File: config.mk
export PLATFORM = sky130hd
export DESIGN_NAME = pc_sequencer
export DESIGN_NICKNAME = d
export VERILOG_FILES = /design/src/rtl/mips_pkg.sv /design/src/rtl/pc_next_mux.sv /design/src/rtl/pc_sequencer.sv
export SDC_FILE = /design/constraint.sdc
export NUM_CORES = 1
export LEC_CHECK = 0
export CAP_MARGIN = 30
export CELL_PAD_IN_SITES_DETAIL_PLACEMENT = 0
export CELL_PAD_IN_SITES_GLOBAL_PLACEMENT = 1
export CORE_ASPECT_RATIO = 1.2
export CORE_MARGIN = 5
export CORE_UTILIZATION = 28
export DETAILED_ROUTE_END_ITERATION = 16
export HOLD_SLACK_MARGIN = 0.05
export PLACE_DENSITY = 0.79
export SETUP_SLACK_MARGIN = 0.15
export SLEW_MARGIN = 5
export SYNTH_ARGS = -nofsm -noshare
export SYNTH_HDL_FRONTEND = slang
export SYNTH_SLANG_ARGS = --single-unit
File: constraint.sdc
create_clock -name clk -period 1.85 [get_ports clk]
set_input_delay 0.37 -clock clk [delete_from_list [all_inputs] [get_ports clk]]
set_output_delay 0.37 -clock clk [all_outputs]
set_load 0.02 [all_outputs]
File: src/rtl/mips_pkg.sv
// Shared MIPS fetch-stage definitions: exception cause codes, sequencer states, default vectors.
package mips_pkg;

    typedef enum logic [1:0] {
        CAUSE_NONE     = 2'd0,
        CAUSE_EXT      = 2'd1,
        CAUSE_MISALIGN = 2'd2
    } cause_e;

    typedef enum logic {
        ST_BOOT = 1'b0,
        ST_RUN  = 1'b1
    } seq_state_e;

    localparam logic [31:0] DEF_RESET_VECTOR = 32'h0000_0000;
    localparam logic [31:0] DEF_EXC_VECTOR   = 32'h0000_0080;
    localparam int          DEF_INC          = 4;

endpackage

File: src/rtl/pc_next_mux.sv
// Next-PC priority select: exception > eret > misaligned redirect > redirect > stall > sequential.
// Latency: combinational, no registers.
// Backpressure: stall only holds pc; every other request overrides it.
module pc_next_mux
    import mips_pkg::*;
#(
    parameter int               WIDTH      = 32,
    parameter logic [WIDTH-1:0] EXC_VECTOR = WIDTH'(DEF_EXC_VECTOR)
) (
    input  logic [WIDTH-1:0] pc,
    input  logic [WIDTH-1:0] pc_next_seq,
    input  logic [WIDTH-1:0] epc,
    input  logic [1:0]       cause,
    input  logic             stall,
    input  logic             redir_valid,
    input  logic [WIDTH-1:0] redir_target,
    input  logic             exc_req,
    input  logic [WIDTH-1:0] exc_pc,
    input  logic             eret,
    output logic [WIDTH-1:0] next_pc,
    output logic [WIDTH-1:0] next_epc,
    output logic [1:0]       next_cause
);

    logic redir_misaligned;

    assign redir_misaligned = (redir_target[1:0] != 2'b00);

    always_comb begin
        next_pc    = pc_next_seq;
        next_epc   = epc;
        next_cause = cause;
        if (exc_req) begin
            next_pc    = EXC_VECTOR;
            next_epc   = exc_pc;
            next_cause = CAUSE_EXT;
        end else if (eret) begin
            next_pc    = epc;
            next_cause = CAUSE_NONE;
        end else if (redir_valid && redir_misaligned) begin
            // Bad target is trapped, never fetched; the handler sees it in epc.
            next_pc    = EXC_VECTOR;
            next_epc   = redir_target;
            next_cause = CAUSE_MISALIGN;
        end else if (redir_valid) begin
            next_pc    = redir_target;
        end else if (stall) begin
            next_pc    = pc;
        end
    end

endmodule

File: src/rtl/pc_sequencer.sv
// Fetch program counter with redirect, exception entry and ERET, holding epc and cause.
// Latency: every request takes effect on the next edge; one BOOT bubble after reset.
// Backpressure: stall holds pc; redirects, exceptions and ERET override stall.
module pc_sequencer
    import mips_pkg::*;
#(
    parameter int               WIDTH        = 32,
    parameter logic [WIDTH-1:0] RESET_VECTOR = WIDTH'(DEF_RESET_VECTOR),
    parameter logic [WIDTH-1:0] EXC_VECTOR   = WIDTH'(DEF_EXC_VECTOR),
    parameter int               INC          = DEF_INC
) (
    input  logic             clk,
    input  logic             clk_reset,
    input  logic             stall,
    input  logic             redir_valid,
    input  logic [WIDTH-1:0] redir_target,
    input  logic             exc_req,
    input  logic [WIDTH-1:0] exc_pc,
    input  logic             eret,
    output logic [WIDTH-1:0] pc,
    output logic [WIDTH-1:0] pc_next_seq,
    output logic             fetch_valid,
    output logic [WIDTH-1:0] epc,
    output logic [1:0]       cause
);

    localparam logic [WIDTH-1:0] INC_W = WIDTH'(INC);

    seq_state_e       state;
    seq_state_e       state_nxt;
    logic [WIDTH-1:0] mux_pc;
    logic [WIDTH-1:0] mux_epc;
    logic [1:0]       mux_cause;

    assign pc_next_seq = pc + INC_W;

    pc_next_mux #(
        .WIDTH      (WIDTH),
        .EXC_VECTOR (EXC_VECTOR)
    ) u_next_mux (
        .pc           (pc),
        .pc_next_seq  (pc_next_seq),
        .epc          (epc),
        .cause        (cause),
        .stall        (stall),
        .redir_valid  (redir_valid),
        .redir_target (redir_target),
        .exc_req      (exc_req),
        .exc_pc       (exc_pc),
        .eret         (eret),
        .next_pc      (mux_pc),
        .next_epc     (mux_epc),
        .next_cause   (mux_cause)
    );

    always_ff @(posedge clk) begin
        if (clk_reset) begin
            state <= ST_BOOT;
        end else begin
            state <= state_nxt;
        end
    end

    always_comb begin
        state_nxt   = state;
        fetch_valid = 1'b0;
        case (state)
            ST_BOOT: state_nxt   = ST_RUN;
            ST_RUN:  fetch_valid = 1'b1;
        endcase
    end

    // BOOT ignores all requests and just (re)loads the reset vector.
    always_ff @(posedge clk) begin
        if (clk_reset) begin
            pc    <= RESET_VECTOR;
            epc   <= '0;
            cause <= CAUSE_NONE;
        end else if (state == ST_BOOT) begin
            pc    <= RESET_VECTOR;
        end else begin
            pc    <= mux_pc;
            epc   <= mux_epc;
            cause <= mux_cause;
        end
    end

endmodule

# Yosys cells after proc, flatten, opt, wreduce, memory -nomap -nowiden
# Index checks and enable logic that the tools add are counted.
[op_classes] n_addsub=1 eq_ne=3 mux=13 bitwise_logic=1 reduce_logical=8
[ops] op="$mux W32" n=7
[ops] op="$add A32 B3 Y32 const B" n=1
[ops] op="$mux W8" n=1
[ops] op="$mux W2" n=3
[ops] op="$ne A5 B1 Y1 const B" n=1
[ops] op="$ne A4 B1 Y1 const B" n=1
[ops] op="$reduce_bool A2 Y1" n=2
[ops] op="$reduce_and A3 Y1" n=1
[ops] op="$reduce_bool A3 Y1" n=1
[ops] op="$reduce_or A3 Y1" n=1
[ops] op="$mux W1" n=2
[ops] op="$ne A2 B2 Y1 const B" n=1
[ops] op="$reduce_and A2 Y1" n=1
[ops] op="$reduce_or A2 Y1" n=1
[ops] op="$logic_and A1 B1 Y1" n=1
[ops] op="$not A1 Y1" n=1
[word_totals] ff_bits=67 output_inout_bits=99

# Logic depth before layout (Yosys ltp)
[logic_depth] depth_word=6 depth_mapped=8 ltp_nobuf=6

# Cells and area by module
# Synthesis repeated with hierarchy kept, for this count alone.
[unflattened] hier_cells=564 hier_area_um2=4560.6
[modules_own_cells] module="pc_sequencer" instances=1 cells_per_inst=259 area_each_um2=2633.8 seq_area_each_um2=1341.3
[modules_own_cells] module="pc_next_mux" instances=1 cells_per_inst=305 area_each_um2=1926.8 seq_area_each_um2=0.0

# Worst setup path before layout
# No wires, ideal clock.
[synth_path] kind="register to output" start="register pc[2]" end="output pc_next_seq[16]" t_arrival_ns=2.032 required_time_ns=1.480 slack_ns=-0.552 stages_incl_launch_ff=7 path_cell_list="dfxtp_1 > ha_1 > nand3_1 > or4_1 > clkbuf_1 > nor2_1 > xor2_1"
[synth_between] elab_chain_cells=1
[synth_lines] item="from (decl)" line_no="pc_sequencer.sv:20" source="output logic [WIDTH-1:0] pc,"
[synth_lines] item="from (signal assigned)" line_no="pc_sequencer.sv:82" source="pc <= mux_pc;"
[synth_lines] item="$add A32 B3 Y32" line_no="pc_sequencer.sv:35" source="assign pc_next_seq = pc + INC_W;"
[synth_lines] item="to (decl)" line_no="pc_sequencer.sv:21" source="output logic [WIDTH-1:0] pc_next_seq,"
# Every way passes these cells.

# Worst setup path in the final report
[layout_path] start="register pc[2]" end="output pc_next_seq[20]"
# The elaborated chain is that of the path after synthesis.

==> results.toml <==
[setup_path]
slowest_delay_ns = 0.57
critical_path.cell_chain = "ha_4 -> nand3_4 -> or4_4 -> o21a_1 -> or2_4 -> buf_6"
setup.worst_path.start_class = "flop"
critPathTopFamily = "simple AND/OR/NAND/NOR gates"
timing_worst_setup_path_type = "flop to output port"
critPathArrivalTime_ns = 2.07
cp_capture_type = "output port"
crit_path_max_fanout = 3
crit_required_ns = 1.48
cp_num_buf_inv = 1
slowest_stage_cell_cp = "sky130_fd_sc_hd__or4_4"

[finish]
design_area_um2 = 8580
n_antenna_cell = 0
filler_cell_count = 1210
final_nets = 895
post_route_cells_drive_above_1_share = 0.417
syn_to_final_growth_pct = 109
post-route-util = 0.598

[global_route]
grt_start_max_net_pins = 35
grt_first_pass_wirelength_um = 28800
grt_antenna_before_repair = 0
grt_pass1_vias = 5326
grtUsageTotal = 0.215
gr-total-overflow = 0

[sta]
timing.final.ws_setup_ns = -0.595
max_transition_margin = 0.681
period_share = 1.32
maxSlewViolCount = 0
hold_viol_final = 0
setup_viol = 40
timing.clock.skew_ns = 0.00508
max_clock_freq_ghz = 0.409
timing.final.crit_period_ns = 2.44
rsz0062_at_grt = "yes"
worst_slew_pin_slew_ns = 0.478

[worst_hold_path]
min_path_type = "flop to flop"

[pwr]
power_per_cell_area_nw_per_um2 = 509
total_switching_power_w = 0.00127
power_frac_comb = 0.256
peak_vdd_ir_v = 0.000348
finalPower_w = 0.00437
clkPwrFrac = 0.385
power_leakage_nw = 4.13
switching_share_of_power = 0.291
seqPwrFrac = 0.359
internal_power_w = 0.00310

[clock_network]
cts_tree = "built"
cts_root_buf = "sky130_fd_sc_hd__clkbuf_16"
clockBufferDepth = 2
clock_transition_time_at_the_flip_flop_clock_pins_of_the_worst_setup_and_hold_paths_ns = 0.06
cts_sinks = 67
worst_skew_pair_later_pin_latency_ns = 0.34
post_cts_hold_buffer_count = 0
cts_max_level = 3
cts_buffers = 9

[synthesis]
synth-seq-area-share = 0.327
syn_inst = 499
synth_area_per_cell_um2 = 8.21
post-synth-top-area-fraction = 0.327
synth-main-ff-cell = "sky130_fd_sc_hd__dfxtp_1"
synth_area_leaders = "sky130_fd_sc_hd__dfxtp_1 33%, sky130_fd_sc_hd__mux2i_1 9.0%, sky130_fd_sc_hd__a211oi_1 6.6%, sky130_fd_sc_hd__nor2_1 5.6%, sky130_fd_sc_hd__a21oi_1 4.6%"
syn_nets = 570
post_synth_num_cell_types = 58
synth_area_um2 = 4100
number_of_synthesized_flops_with_an_enable_pin = 0
synth.ff_latch_count = 67
synth_largest_area_cell = "sky130_fd_sc_hd__dfxtp_1"
ys_async_sr_fraction = 0
yosys_warnings = 0

[routing]
route.antenna.remaining_nets = 0
num_vias = 5326
routed_wire_length_per_instance_um = 20.2
mean_number_of_vias_per_cell = 5.30
first_pass_iters = 5
first_iter_violations = 280
drt_drc_violations_left = 0
detail_route.wirelength_um = 20300

[die]
core_um2 = 14400
num_rows = 48
die_width_um = 120
starting_utilization_of_the_core_area = 0.285
die_area_um2 = 17200
design.portCount = 169
die_height_um = 143

[outcome]
status = "finished with violations"
failed_checks = "setup timing"

[placed_design]
buffer_ports.inserted = 168
gp_routability_congestion = 0.867
dpl_cell_area_um2 = 7270
dpl.hpwl_um = 14500

[job]
max_cap_viols = 0
-- final timing paths --
kind	from	to	slack [ns]	cells past startpoint
min	cause[1]	cause[1]	0.49	2
max	pc[2]	pc_next_seq[20]	-0.59	6
min reg2reg	cause[1]	cause[1]	0.49	2
max reg2reg	pc[6]	pc[26]	-0.29	11
-- stage by stage --
step           setup TNS [ns]  setup slack, ns  hold WS (ns)  cells
6_report               -12.94           -0.595         0.487   1004
5_1_grt                -16.01           -0.643         0.528   1004
4_1_cts                -11.19           -0.588         0.488    982
3_5_place_dp           -27.10           -0.691         0.474    951
3_3_place_gp           -25.00           -0.648         0.465    951
2_1_floorplan          -0.743           -0.162         0.516    499
-- cell usage in the layout (no fill, tap or decap), types with 7 or more instances in the layout --
| cell | count |
|---|---|
| sky130_fd_sc_hd__and3_1 | 8 |
| sky130_fd_sc_hd__clkbuf_16 | 12 |
| sky130_fd_sc_hd__buf_4 | 149 |
| sky130_fd_sc_hd__a21oi_1 | 33 |
| sky130_fd_sc_hd__buf_6 | 54 |
| sky130_fd_sc_hd__dfxtp_4 | 12 |
| sky130_fd_sc_hd__dlymetal6s2s_1 | 16 |
| sky130_fd_sc_hd__nand2b_1 | 9 |
| sky130_fd_sc_hd__a211oi_1 | 27 |
| sky130_fd_sc_hd__a211oi_2 | 9 |
| sky130_fd_sc_hd__nand4_1 | 7 |
| sky130_fd_sc_hd__nor2_4 | 9 |
| sky130_fd_sc_hd__dlygate4sd2_1 | 51 |
| sky130_fd_sc_hd__xnor2_2 | 11 |
| sky130_fd_sc_hd__nand3_4 | 10 |
| sky130_fd_sc_hd__o21ai_0 | 16 |
| sky130_fd_sc_hd__dfxtp_1 | 50 |
| sky130_fd_sc_hd__nand2_1 | 24 |
| sky130_fd_sc_hd__xnor2_4 | 7 |
| sky130_fd_sc_hd__inv_1 | 11 |
| sky130_fd_sc_hd__mux2i_1 | 36 |
| sky130_fd_sc_hd__nor2_1 | 50 |
| sky130_fd_sc_hd__clkdlybuf4s50_1 | 71 |
-- repair_timing --
action / 4_1_cts / 5_1_grt
gates resized for setup: 274 / 99
buffers inserted: 15 / 19
setup endpoints to repair: 112 / 98
pin swaps: 28 / 51
gates cloned: 0 / 3
hold endpoints to repair: 0 / 0
-- tightest hold or removal path: cells and delay by family, from the launching register on --
family	cells	cell delay, ns
compound gates	1	0.05
flops	1	0.33
simple gates	1	0.07
-- cells by family (layout without fill, tap and decap cells) --
logic type                 count (synthesis)  in the layout  share of synthesized area
and+or+nand+nor                          169            169                      0.222
AOI/OAI and AO/OA                        148            148                      0.246
DFF                                       67             67                      0.327
buffers and inverters                     49            379                     0.0510
muxes                                     37             37                     0.0904
xor gates and xnor gates                  28             28                     0.0598
adders and majority gates                  1              1                    0.00305
-- final cells by class --
type / count / area [um2] / area share
sequential: 67 / 1390 / 0.162
clock buffer: 13 / 240 / 0.0280
multi-input combinational: 383 / 3360 / 0.391
inverter: 11 / 41.3 / 0.00481
clock inverter: 3 / 38.8 / 0.00452
tap: 175 / 219 / 0.0255
timing repair buffer: 352 / 3290 / 0.383
-- cells in the mapped netlist (4+ instances only) --
master	count
sky130_fd_sc_hd__and3_1	9
sky130_fd_sc_hd__o211ai_1	5
sky130_fd_sc_hd__xnor2_1	18
sky130_fd_sc_hd__nand2_1	28
sky130_fd_sc_hd__a211oi_1	36
sky130_fd_sc_hd__nand4_1	7
sky130_fd_sc_hd__a31oi_1	5
sky130_fd_sc_hd__o22ai_1	4
sky130_fd_sc_hd__nor3b_1	4
sky130_fd_sc_hd__o21a_1	7
sky130_fd_sc_hd__buf_2	8
sky130_fd_sc_hd__clkbuf_1	17
sky130_fd_sc_hd__a21oi_1	38
sky130_fd_sc_hd__nor3_1	10
sky130_fd_sc_hd__o2bb2ai_1	5
sky130_fd_sc_hd__o21ai_0	18
sky130_fd_sc_hd__inv_1	11
sky130_fd_sc_hd__nand3_1	14
sky130_fd_sc_hd__xor2_1	10
sky130_fd_sc_hd__a22oi_1	4
sky130_fd_sc_hd__dfxtp_1	67
sky130_fd_sc_hd__nor2_1	61
sky130_fd_sc_hd__mux2i_1	37
sky130_fd_sc_hd__nand2b_1	12
sky130_fd_sc_hd__o221ai_1	5
sky130_fd_sc_hd__buf_1	10
-- flip-flops by register name, summed over array words and instances (netlist names) --
register and count:
pc 32, epc 32, state 1, cause 2
-- power groups by stage --
| stage | sequential (W) | combinational (W) | clock [W] |
|---|---|---|---|
| floorplan | 0.00168 | 0.000363 | 0 |
| global placement | 0.00160 | 0.00101 | 0 |
| detailed placement | 0.00160 | 0.00102 | 0 |
| CTS | 0.00157 | 0.00102 | 0.00169 |
| global route | 0.00158 | 0.00119 | 0.00175 |
| finish | 0.00157 | 0.00112 | 0.00168 |
-- per-layer routing --
metal  vias to the layer above  GRT usage  share of wire
met5                         -          0              0
met4                         0     0.0758          0.027
met3                        40     0.0461          0.065
met2                       238      0.389           0.53
met1                      2553      0.251           0.38
li1                       2495          -              -
(Power assumes the default switching activity.)
